## src/rtl/regfile_write_scheduler_pkg.sv

```systemverilog
// Shared register-file bus types and sizing helpers for the write-port scheduler.
package regfile_write_scheduler_pkg;

  localparam int unsigned REG_ADDR_BUS_W = 5;
  localparam int unsigned WORD_BUS_W     = 32;
  localparam int unsigned REG_NUM_CORE   = 32;

  typedef logic [REG_ADDR_BUS_W-1:0] reg_addr_bus_t;
  typedef logic [WORD_BUS_W-1:0]     word_bus_t;

  localparam reg_addr_bus_t REG_ZERO = '0;

  // Counter must be able to hold the value `limit` itself.
  function automatic int unsigned starve_cnt_w(input int unsigned limit);
    return $clog2(limit + 1);
  endfunction

endpackage

```

## src/rtl/wb_hold_buffer.sv

```systemverilog
// One-entry valid/ready holding register for a pending MDU writeback.
module wb_hold_buffer #(
  parameter int unsigned ADDR_W = 5,
  parameter int unsigned DATA_W = 32
) (
  input  logic              clk,
  input  logic              rst,
  input  logic              in_valid_i,
  input  logic [ADDR_W-1:0] in_addr_i,
  input  logic [DATA_W-1:0] in_data_i,
  output logic              in_ready_o,
  input  logic              drain_i,
  output logic              valid_o,
  output logic [ADDR_W-1:0] addr_o,
  output logic [DATA_W-1:0] data_o
);

  logic              valid_q, valid_d;
  logic [ADDR_W-1:0] addr_q;
  logic [DATA_W-1:0] data_q;
  logic              capture;

  assign in_ready_o = ~valid_q;
  assign capture    = in_valid_i && !valid_q;

  always_comb begin
    valid_d = valid_q;
    if (drain_i) valid_d = 1'b0;
    if (capture) valid_d = 1'b1;
  end

  always_ff @(posedge clk) begin
    if (rst) valid_q <= 1'b0;
    else     valid_q <= valid_d;
  end

  always_ff @(posedge clk) begin
    if (capture) begin
      addr_q <= in_addr_i;
      data_q <= in_data_i;
    end
  end

  assign valid_o = valid_q;
  assign addr_o  = addr_q;
  assign data_o  = data_q;

endmodule

```

## src/rtl/regfile_write_scheduler.sv

```systemverilog
// Arbitrates the single RF write port between pipeline writeback and a buffered MDU result,
// and keeps a busy scoreboard of outstanding MDU destinations to stall ID.
module regfile_write_scheduler
  import regfile_write_scheduler_pkg::*;
#(
  parameter int unsigned REG_NUM      = REG_NUM_CORE,
  parameter int unsigned ADDR_W       = REG_ADDR_BUS_W,
  parameter int unsigned DATA_W       = WORD_BUS_W,
  parameter int unsigned STARVE_LIMIT = 4
) (
  input  logic              clk,
  input  logic              rst,
  input  logic              pipe_we,
  input  logic [ADDR_W-1:0] pipe_addr,
  input  logic [DATA_W-1:0] pipe_data,
  input  logic              mdu_issue,
  input  logic [ADDR_W-1:0] mdu_issue_addr,
  input  logic              mdu_valid,
  input  logic [ADDR_W-1:0] mdu_addr,
  input  logic [DATA_W-1:0] mdu_data,
  output logic              mdu_ready,
  output logic              rf_we,
  output logic [ADDR_W-1:0] rf_addr,
  output logic [DATA_W-1:0] rf_data,
  input  logic [ADDR_W-1:0] id_addr_left,
  input  logic [ADDR_W-1:0] id_addr_right,
  input  logic [ADDR_W-1:0] id_dest,
  output logic              stall_id,
  output logic              wb_bubble_req
);

  localparam int unsigned       CntW = starve_cnt_w(STARVE_LIMIT);
  localparam logic [ADDR_W-1:0] Zero = ADDR_W'(REG_ZERO);
  localparam logic [CntW-1:0]   CntMax = CntW'(STARVE_LIMIT);

  logic              hold_valid, hold_ready;
  logic [ADDR_W-1:0] hold_addr;
  logic [DATA_W-1:0] hold_data;
  logic              pipe_real, grant_hold;
  logic              hit_left, hit_right, hit_dest;
  logic [REG_NUM-1:0] busy_q, busy_d;
  logic [CntW-1:0]    cnt_q, cnt_d;

  assign pipe_real  = pipe_we && (pipe_addr != Zero);
  assign grant_hold = hold_valid && !pipe_real && !rst;
  assign mdu_ready  = hold_ready && !rst;

  wb_hold_buffer #(
    .ADDR_W(ADDR_W),
    .DATA_W(DATA_W)
  ) u_hold (
    .clk       (clk),
    .rst       (rst),
    .in_valid_i(mdu_valid),
    .in_addr_i (mdu_addr),
    .in_data_i (mdu_data),
    .in_ready_o(hold_ready),
    .drain_i   (grant_hold),
    .valid_o   (hold_valid),
    .addr_o    (hold_addr),
    .data_o    (hold_data)
  );

  // A hold entry for r0 still drains, it just never asserts the write enable.
  always_comb begin
    rf_we   = 1'b0;
    rf_addr = '0;
    rf_data = '0;
    if (!rst) begin
      if (pipe_real) begin
        rf_we   = 1'b1;
        rf_addr = pipe_addr;
        rf_data = pipe_data;
      end else if (hold_valid) begin
        rf_we   = (hold_addr != Zero);
        rf_addr = hold_addr;
        rf_data = hold_data;
      end
    end
  end

  // Clear before set so a re-issue to the draining register keeps it busy.
  always_comb begin
    busy_d = busy_q;
    if (grant_hold) busy_d[hold_addr] = 1'b0;
    if (mdu_issue && (mdu_issue_addr != Zero)) busy_d[mdu_issue_addr] = 1'b1;
    busy_d[0] = 1'b0;
  end

  always_comb begin
    cnt_d = cnt_q;
    if (grant_hold) begin
      cnt_d = '0;
    end else if (hold_valid && pipe_real && (cnt_q != CntMax)) begin
      cnt_d = cnt_q + CntW'(1);
    end
  end

  always_ff @(posedge clk) begin
    if (rst) begin
      busy_q <= '0;
      cnt_q  <= '0;
    end else begin
      busy_q <= busy_d;
      cnt_q  <= cnt_d;
    end
  end

  assign hit_left  = (id_addr_left  != Zero) && busy_q[id_addr_left];
  assign hit_right = (id_addr_right != Zero) && busy_q[id_addr_right];
  assign hit_dest  = (id_dest       != Zero) && busy_q[id_dest];

  assign stall_id      = !rst && (hit_left || hit_right || hit_dest);
  assign wb_bubble_req = !rst && hold_valid && (cnt_q == CntMax);

endmodule

```

## config.mk

```make
export PLATFORM = sky130hd
export DESIGN_NAME = regfile_write_scheduler
export DESIGN_NICKNAME = d
export VERILOG_FILES = /design/src/rtl/regfile_write_scheduler_pkg.sv /design/src/rtl/wb_hold_buffer.sv /design/src/rtl/regfile_write_scheduler.sv
export SDC_FILE = /design/constraint.sdc
export NUM_CORES = 1
export LEC_CHECK = 0
export ABC_CLOCK_PERIOD_IN_PS = 3800
export CAP_MARGIN = 20
export CORE_MARGIN = 5
export CORE_UTILIZATION = 25
export DETAILED_ROUTE_END_ITERATION = 8
export GPL_ROUTABILITY_DRIVEN = 1
export PLACE_DENSITY = 0.55
export SKIP_LAST_GASP = 1
export SYNTH_ARGS = -nofsm -noshare
export SYNTH_HDL_FRONTEND = slang
export SYNTH_HIERARCHICAL = 1
export SYNTH_SLANG_ARGS = --single-unit
export TNS_END_PERCENT = 5
```

## constraint.sdc

```tcl
create_clock -name clk -period 3.8 [get_ports clk]
set_clock_uncertainty 0.15 [all_clocks]
set_input_delay 0.57 -clock clk [delete_from_list [all_inputs] [get_ports clk]]
set_output_delay 0.57 -clock clk [all_outputs]
set_load 0.03 [all_outputs]
```

==> Yosys cells after proc, flatten, opt, wreduce, memory -nomap -nowiden <==
Index checks and enable logic that the tools add are counted.
{ "word_totals": {"regBits": 73, "inputBits": 99, "out_inout_bits": 41, "elab_cells": 72} }
{ "op_classes": {"n_addsub": 1, "magnitude_cmp": 7, "eq_ne": 2, "mux": 23, "bitwise": 4, "reduce_logical": 29} }
{ "op_table": {"columns": ["cell", "n"], "rows": [
  ["32-bit 2-to-1 mux", 5],
  ["32-bit AND", 1],
  ["32-bit NOT", 1],
  ["32-bit OR", 1],
  ["5-bit by 6-bit less-than comparator with 1-bit output, second input constant", 5],
  ["5-bit nonzero test", 6],
  ["1-bit logical AND", 16],
  ["1-bit binary-select mux with 5-bit select", 3],
  ["5-bit 2-to-1 mux", 3],
  ["1-bit demux with 5-bit select", 2],
  ["5-bit by 1-bit greater-or-equal comparator with 1-bit output, second input constant", 2],
  ["1-bit 2-to-1 mux", 10],
  ["3-bit by 1-bit adder with 3-bit output, second input constant", 1],
  ["3-bit equality test, second input constant", 1],
  ["1-bit zero test", 3],
  ["3-bit inequality test, second input constant", 1],
  ["1-bit logical OR", 2],
  ["2-bit nonzero test", 1],
  ["2-bit OR reduction", 1],
  ["1-bit NOT", 1]
]} }

==> Longest topological paths before layout <==
Gate-level depths: netlist (run 1).
{ "depth": {"ltp_word": 9, "mapped_depth": 7, "depth_no_buf": 7} }

==> Cells and area by module <==
The synthesis (run 1) kept the hierarchy.
{ "modules_own_cells": {"columns": ["module", "n_inst", "cells_per_inst", "area_per_inst_um2", "seq_area_each_um2"], "rows": [
  ["regfile_write_scheduler", 1, 329, 2841.5, 680.7],
  ["wb_hold_buffer", 1, 42, 1157.4, 1131.1]
]} }

==> Worst setup path after synthesis (run 1) <==
No wires, ideal clock.
{ "synth_path": {"path_type": "input to output", "start": "in id_addr_left[2]", "end": "out stall_id", "t_arrival_ns": 2.178, "t_required_ns": 3.080, "setup_slack_ns": 0.902, "path_stages": 6, "n_path_buf": 1, "cell_sequence": "buf_4 mux2i_1 nor3b_1 nor4_1 or4_1 a41oi_1"} }
{ "synth_between": {"elab_chain_len": 6, "elab_cells_between_ends": 7, "classes_between": "mux: 2; reduce/logical: 5"} }
{ "synth_lines": {"columns": ["item", "line_no", "source"], "rows": [
  ["start: declaration", "regfile_write_scheduler.sv:25", "input logic [ADDR_W-1:0] id_addr_left,"],
  ["1-bit binary-select mux with 5-bit select", "regfile_write_scheduler.sv:109", "assign hit_left = (id_addr_left != Zero) && busy_q[id_addr_left];"],
  ["1-bit 2-to-1 mux (not written as such)", "regfile_write_scheduler.sv:109", null],
  ["1-bit logical AND (*)", "regfile_write_scheduler.sv:109", null],
  ["1-bit logical OR (*) (2 in a row)", "regfile_write_scheduler.sv:113", "assign stall_id = !rst && (hit_left || hit_right || hit_dest);"],
  ["1-bit logical AND (*)", "regfile_write_scheduler.sv:113", null],
  ["end: declaration", "regfile_write_scheduler.sv:28", "output logic stall_id,"]
]} }
Mark *: on every way between the ends. The rest lies on a longest branch, timed or not. The select of a mux whose other input is x is not followed.

==> Worst setup path in the final report (run 1) <==
{ "layout_path": {"start": "in id_dest[0]", "end": "out stall_id"} }
{ "layout_between": {"elab_chain_len": 5, "elab_cells_between_ends": 6, "classes_between": "mux: 2; reduce/logical: 4"} }
{ "layout_lines": {"columns": ["item", "line_no", "source"], "rows": [
  ["start: declaration", "regfile_write_scheduler.sv:27", "input logic [ADDR_W-1:0] id_dest,"],
  ["1-bit binary-select mux with 5-bit select", "regfile_write_scheduler.sv:111", "assign hit_dest = (id_dest != Zero) && busy_q[id_dest];"],
  ["1-bit 2-to-1 mux (not written as such)", "regfile_write_scheduler.sv:111", null],
  ["1-bit logical AND (*)", "regfile_write_scheduler.sv:111", null],
  ["1-bit logical OR (*)", "regfile_write_scheduler.sv:113", null],
  ["1-bit logical AND (*)", "regfile_write_scheduler.sv:113", null]
]} }
Marked as above.

==> results of run 1 <==
-- cell type report --
class / instances / area (um^2)
inverter: 5 / 18.77
clock inverter: 5 / 47.55
multi-input combinational: 265 / 2016
timing repair buffer: 148 / 1471
tap: 216 / 270.3
clock buffer: 11 / 232.7
fill: 1545 / 9902
sequential: 72 / 1812
-- kinds of logic after synthesis --
kind of cell               Yosys count  synth area share [%]
AOI/OAI and AO/OA                  126                 21.43
and+or+nand+nor                    107                 14.89
DFF                                 72                 45.31
buffers and inverters               34                 4.537
muxes                               30                 13.20
adders and majority gates            2                0.6257
-- worst max-delay path, delay by kind of cell --
kind | cells | cell delay [ns]
AOI/OAI and AO/OA | 2 | 0.51
muxes | 1 | 0.55
buffers and inverters | 2 | 0.94
and+or+nand+nor | 1 | 0.20
-- registers in the layout, summed over array words and instances (netlist names) --
signal          count
busy_q             31
cnt_q               3
u_hold/addr_o       5
u_hold/data_o      32
u_hold/valid_o      1
-- power groups by stage --
stage	sequential, mW	clock [mW]	combinational (mW)
2_1_floorplan	0.880	0	0.187
3_3_place_gp	0.897	0	0.372
3_5_place_dp	0.897	0	0.374
4_1_cts	0.882	0.829	0.374
5_1_grt	0.885	0.862	0.397
6_report	0.881	0.806	0.370
-- through the flow --
stage | instance area, um^2 | hold WS [ns] | power (mW)
detailed placement | 5588 | 0.3661 | 1.271
finish | 5868 | 0.3670 | 2.057
floorplan | 3999 | 0.3191 | 1.067
global route | 5868 | 0.3949 | 2.144
CTS | 5868 | 0.3733 | 2.086
global placement | 5588 | 0.3581 | 1.269
-- per-layer routing --
metal / wire (um) / up-vias
met5: 0 / -
met4: 128 / 0
met3: 1615 / 12
met2: 5766 / 192
met1: 5450 / 1658
li1: - / 1693
-- layout by cell type (no fill, tap or decap), types with 5 or more instances in the layout --
cell             count
dfxtp_1             35
nand2_1             40
nor2_1              15
mux4_2              18
mux2i_1             10
buf_4               40
nor2b_1             11
a21oi_1             34
nand2b_1            10
buf_12               9
edfxtp_1            37
a22o_1              37
clkbuf_16            9
clkdlybuf4s50_1     99
inv_1                5
o21ai_0             27
nor3_1               5
-- worst min-delay path by stage --
stage / endpoint / slack, ns / from / cells after the start
final: busy_q[13]$_SDFF_PP0_ / 0.37 / busy_q[13]$_SDFF_PP0_ / 2
after global routing: busy_q[11]$_SDFF_PP0_ / 0.39 / busy_q[11]$_SDFF_PP0_ / 2
after CTS: busy_q[13]$_SDFF_PP0_ / 0.37 / busy_q[13]$_SDFF_PP0_ / 2
after detailed placement: busy_q[13]$_SDFF_PP0_ / 0.37 / busy_q[13]$_SDFF_PP0_ / 2
after global placement: busy_q[13]$_SDFF_PP0_ / 0.36 / busy_q[13]$_SDFF_PP0_ / 2
after floorplan: busy_q[21]$_SDFF_PP0_ / 0.32 / busy_q[21]$_SDFF_PP0_ / 2
==> results.sh, run 1 <==
export IMPL_status="finished clean"
export IMPL_synth_seq_cells=72
export IMPL_crit_path_cell_trace="clkdlybuf4s50_1 -> mux4_2 -> and3b_1 -> a2111oi_2 -> a41oi_1 -> buf_4"
export IMPL_max_cap_viol_count=0
export IMPL_sw_frac_of_total_pct=24.78
export IMPL_p_leak_nw=2.078
export IMPL_crit_end="stall_id"
export IMPL_vdd_drop_max_mv=0.2150
export IMPL_post_place_ws_ns=0.3053
export IMPL_cts_buffer_depth=2
export IMPL_worstSetupStartpoint="id_dest[0]"
export IMPL_synth_top_cell_by_area="edfxtp_1"
export IMPL_syn2layout_area_growth_pct=46.75
export IMPL_vias=3555
export IMPL_critPathSlowestCell="clkdlybuf4s50_1"
export IMPL_firstDrtPassIters=5
export IMPL_cts_sinks=72
export IMPL_power_switching_mw=0.5098
export IMPL_cp_required_ns=3.08
export IMPL_core_area_mm2=0.01577
export IMPL_initial_core_util_pct=25.36
export IMPL_met1_usage_pct=18.80
export IMPL_htreeDepth=3
export IMPL_slew_headroom_pct=57.70
export IMPL_final_nets=602
export IMPL_pwr_share_seq_pct=42.8
export IMPL_routed_via_density=4.924
export IMPL_use_met3_pct=5.625
export IMPL_hold_buffers=0
export IMPL_wirelength_um=12960
export IMPL_synth_most_common_cell="nand2_1"
export IMPL_pwr_share_clk_pct=39.2
export IMPL_port_buffers=139
export IMPL_worst_r2r_cell_count=5
export IMPL_drtIter0Drc=246
export IMPL_fp_row_count=46
export IMPL_fin_util_pct=37.21
export IMPL_grt_util_met2_pct=21.55
export IMPL_setup_viol=0
export IMPL_syn_cell_area_mm2=0.003999
export IMPL_grt_overflow=0
export IMPL_worstMarginPinSlew_ns=0.6333
export IMPL_hp_class="reg -> reg"
export IMPL_cts_buffers=9
export IMPL_grt_pass1_wl_um=20180
export IMPL_synth_edff_count=37
export IMPL_ys_top_cells_by_area="edfxtp_1 28%, dfxtp_1 18%, mux4_2 10%"
export IMPL_drive_gt1_share_pct=18.58
export IMPL_min_period_ns=3.490
export IMPL_period_share_pct=91.85
export IMPL_cts_setup_buffers=0
export IMPL_die_h_um=136.5
export IMPL_yosysTopAreaCellShare_pct=27.78
export IMPL_cp_max_fo=7
export IMPL_critPathLaunchType="input port"
export IMPL_fmax_mhz=286.5
export IMPL_cts_root_buf="clkbuf_16"
export IMPL_synthCells=371
export IMPL_ys_flop_type="edfxtp_1"
export IMPL_pwr_share_comb_pct=18.0
export IMPL_ys_types=52
export IMPL_busiest_layer="met2"
export IMPL_ant_nets=0
export IMPL_die_w_um=136.5
export IMPL_synth_seq_area_share_pct=45.31
export IMPL_cpPeakStageDelay_ns=0.74
export IMPL_syn_nets=472
export IMPL_instances_no_fill=722
export IMPL_post_drt_wl_per_cell_um=17.95
export IMPL_synth_common_cells="40 x nand2_1, 37 x a22o_1, 37 x edfxtp_1, 35 x dfxtp_1, 34 x a21oi_1"
export IMPL_route_detailed_drc=0
export IMPL_dpl_hpwl_um=10310
export IMPL_synthArstFlopShare_pct=0
export IMPL_power_density_mw_per_mm2=350.5
export IMPL_intPower_mw=1.547
export IMPL_reg2reg_to="u_hold/valid_o$_SDFFE_PP0P_"
export IMPL_grt_total_usage_pct=14.11
export IMPL_clk_latency_ns=0.33
export IMPL_yosysWarnings=6
export IMPL_timing_rr_start="u_hold/valid_o$_SDFFE_PP0P_"
export IMPL_crit_type="in -> out"
export IMPL_cp_arrival_ns=2.77
export IMPL_end_kind="primary output"
export IMPL_clk_pin_slew_worst_paths_ns=0.05
export IMPL_num_antenna_cells=0
export IMPL_cts_resized=0
export IMPL_grt_antenna_before_repair=0
export IMPL_fin_ws_ns=0.3095
export IMPL_die_area_mm2=0.01862
export IMPL_grt_pass1_vias=3616
export IMPL_place_congestion=0.8198
export IMPL_rsz0062_at_grt="false"
export IMPL_r2r_slack_ns=2.03
export IMPL_setup_tns_ns=0
export IMPL_cts_tree="done"
export IMPL_grt_max_degree=41
export IMPL_final_hold_viol_count=0
export IMPL_ios=140
export IMPL_avgSynthCellArea_um2=10.78
export IMPL_dpl_cell_count=706
export IMPL_finalMaxSlewViolations=0
(Power assumes the default switching activity.)
==> run 2, diff against run 1 <==
- CELL_PAD_IN_SITES_DETAIL_PLACEMENT: unset -> 0
- CELL_PAD_IN_SITES_GLOBAL_PLACEMENT: unset -> 2
- HOLD_SLACK_MARGIN: unset -> 0.03
- PLACE_DENSITY: 0.55 -> unset
- PLACE_DENSITY_LB_ADDON: unset -> 0.1
==> run 2 against run 1 <==
Final area grew 0.55%; register-to-register slack gained 0.02 ns; global-route usage grew 0.97 points; via count shrank 0.28%; wire length grew 5.4%; sequential power shrank 0.8%; core utilization grew 0.21 points; highest routed layer unchanged.
==> results.sh, run 2 (synthesis results as in run 1) <==
export IMPL_clk_latency_ns=0.33
export IMPL_instances_no_fill=734
export IMPL_cp_required_ns=3.08
export IMPL_period_share_pct=92.32
export IMPL_die_area_mm2=0.01862
export IMPL_cts_buffer_depth=2
export IMPL_ant_nets=0
export IMPL_placed_cell_area_mm2=0.005620
export IMPL_cts_tree="done"
export IMPL_vdd_drop_max_mv=0.2000
export IMPL_grt_pass1_wl_um=21420
export IMPL_ios=140
export IMPL_htreeDepth=3
export IMPL_final_nets=614
export IMPL_final_hold_viol_count=0
export IMPL_die_h_um=136.5
export IMPL_grt_antenna_before_repair=0
export IMPL_slew_headroom_pct=46.00
export IMPL_grt_total_usage_pct=15.08
export IMPL_cts_buffers=9
export IMPL_worstMarginPinSlew_ns=0.8026
export IMPL_fmax_mhz=285.0
export IMPL_clk_pin_slew_worst_paths_ns=0.05
export IMPL_port_buffers=139
export IMPL_core_area_mm2=0.01577
export IMPL_hp_class="reg -> reg"
export IMPL_hold_buffers=0
export IMPL_rsz0062_at_grt="false"
export IMPL_min_period_ns=3.508
export IMPL_grt_pass1_vias=3736
export IMPL_p_leak_nw=2.121
export IMPL_finalMaxSlewViolations=0
export IMPL_place_congestion=0.7969
export IMPL_route_detailed_drc=0
export IMPL_firstDrtPassIters=4
export IMPL_largest_register_ffs=32
export IMPL_timing_rr_start="u_hold/addr_o[0]$_DFFE_PP_"
export IMPL_power_density_mw_per_mm2=348.1
export IMPL_setup_viol=0
export IMPL_setup_tns_ns=0
export IMPL_syn2layout_area_growth_pct=47.56
export IMPL_reg2reg_to="busy_q[14]$_SDFF_PP0_"
export IMPL_crit_family="buffers and inverters"
export IMPL_mostFrequentLayoutCells="100 x clkdlybuf4s50_1, 55 x buf_4, 40 x nand2_1, 37 x a22o_1, 37 x edfxtp_1"
export IMPL_cts_sinks=72
export IMPL_post_place_ws_ns=0.007879
export IMPL_grt_overflow=0
export IMPL_critPathSlowestCell="clkdlybuf4s50_1"
export IMPL_initial_core_util_pct=25.36
export IMPL_routed_via_density=4.830
export IMPL_die_w_um=136.5
export IMPL_dpl_cell_count=718
export IMPL_cp_arrival_ns=2.79
export IMPL_status="finished clean"
export IMPL_vias=3545
export IMPL_drtIter0Drc=140
export IMPL_worst_r2r_cell_count=4
export IMPL_hold_end="busy_q[31]$_SDFF_PP0_"
export IMPL_cp_max_fo=7
export IMPL_fin_ws_ns=0.2917
export IMPL_num_antenna_cells=0
export IMPL_grt_max_degree=39
export IMPL_p_total_mw=2.054
export IMPL_cts_root_buf="clkbuf_16"
export IMPL_fin_area_mm2=0.005901
export IMPL_drive_gt1_share_pct=20.08
export IMPL_dpl_hpwl_um=10590
export IMPL_fp_row_count=46
export IMPL_final_common_cell="clkdlybuf4s50_1"
export IMPL_cpPeakStageDelay_ns=0.51
export IMPL_critPathBufInv=3
export IMPL_end_kind="primary output"
export IMPL_whs_path_depth=2
export IMPL_crit_type="in -> out"
export IMPL_wirelength_um=13660
export IMPL_r2r_slack_ns=2.05
export IMPL_post_drt_wl_per_cell_um=18.60
export IMPL_critPathLaunchType="input port"
export IMPL_crit_path_cell_trace="clkdlybuf4s50_1 -> buf_12 -> mux4_2 -> a32o_1 -> a221oi_1 -> a41oi_1 -> dlygate4sd2_1"
export IMPL_hp_start="busy_q[31]$_SDFF_PP0_"
export IMPL_max_cap_viol_count=0
## run 2: changes by cell type in the layout (fill, tap and decap cells not counted)
cell	previous run	this run
clkbuf_8	0	3
buf_12	9	4
clkinv_1	2	0
clkdlybuf4s50_1	99	100
clkbuf_1	2	4
dlygate4sd2_1	0	1
buf_4	40	55
clkinv_2	2	0
bufinv_16	1	0
## run 2: through the flow
stage	util, %	hold WS (ns)
2_1_floorplan	-	0.3191
6_report	37.42	0.3577
3_5_place_dp	35.64	0.3552
5_1_grt	37.42	0.3992
3_3_place_gp	35.64	0.3370
4_1_cts	37.42	0.3628
## run 2: layer usage
layer	wire [um]	global-route usage [%]	up-vias	part of all wire, %
met5	0	0	-	0
met4	120	4.311	0	0.88
met3	1472	6.477	7	11
met2	6176	23.33	141	45
met1	5886	19.17	1675	43
li1	-	-	1722	-
## run 2: timing repair
item	CTS	global route
hold endpoints to repair	0	0
buffers inserted	0	0
setup endpoints to repair	1	0
gates resized for setup	1	0
## run 2: worst min-delay path, cell delays in order (launching register included)
cell	delay, ns
dfxtp_1	0.32
o21ai_0	0.07
a21oi_1	0.06
## run 2: how the worst max path moves through the flow
stage,slack [ns],start,depth (start not counted),to
floorplan,0.90,id_addr_left[2],6,stall_id
global placement,0.006,id_addr_left[2],7,stall_id
detailed placement,0.008,id_addr_left[2],7,stall_id
CTS,0.26,id_dest[0],8,stall_id
global route,0.11,id_dest[0],8,stall_id
finish,0.29,id_dest[0],7,stall_id
## run 2: area by class of cell
type / instances / area [um^2]
Tap cell: 216 / 270.3
Fill cell: 1627 / 9869
Clock buffer: 16 / 281.5
Inverter: 5 / 18.77
Multi-Input combinational cell: 265 / 2016
Timing Repair Buffer: 160 / 1503
Sequential cell: 72 / 1812
## run 2: power breakdown
| part | switching (mW) | internal (mW) |
|---|---|---|
| logic | 0.188 | 0.193 |
| clock network | 0.302 | 0.497 |
| registers | 0.0196 | 0.854 |
| total | 0.510 | 1.54 |
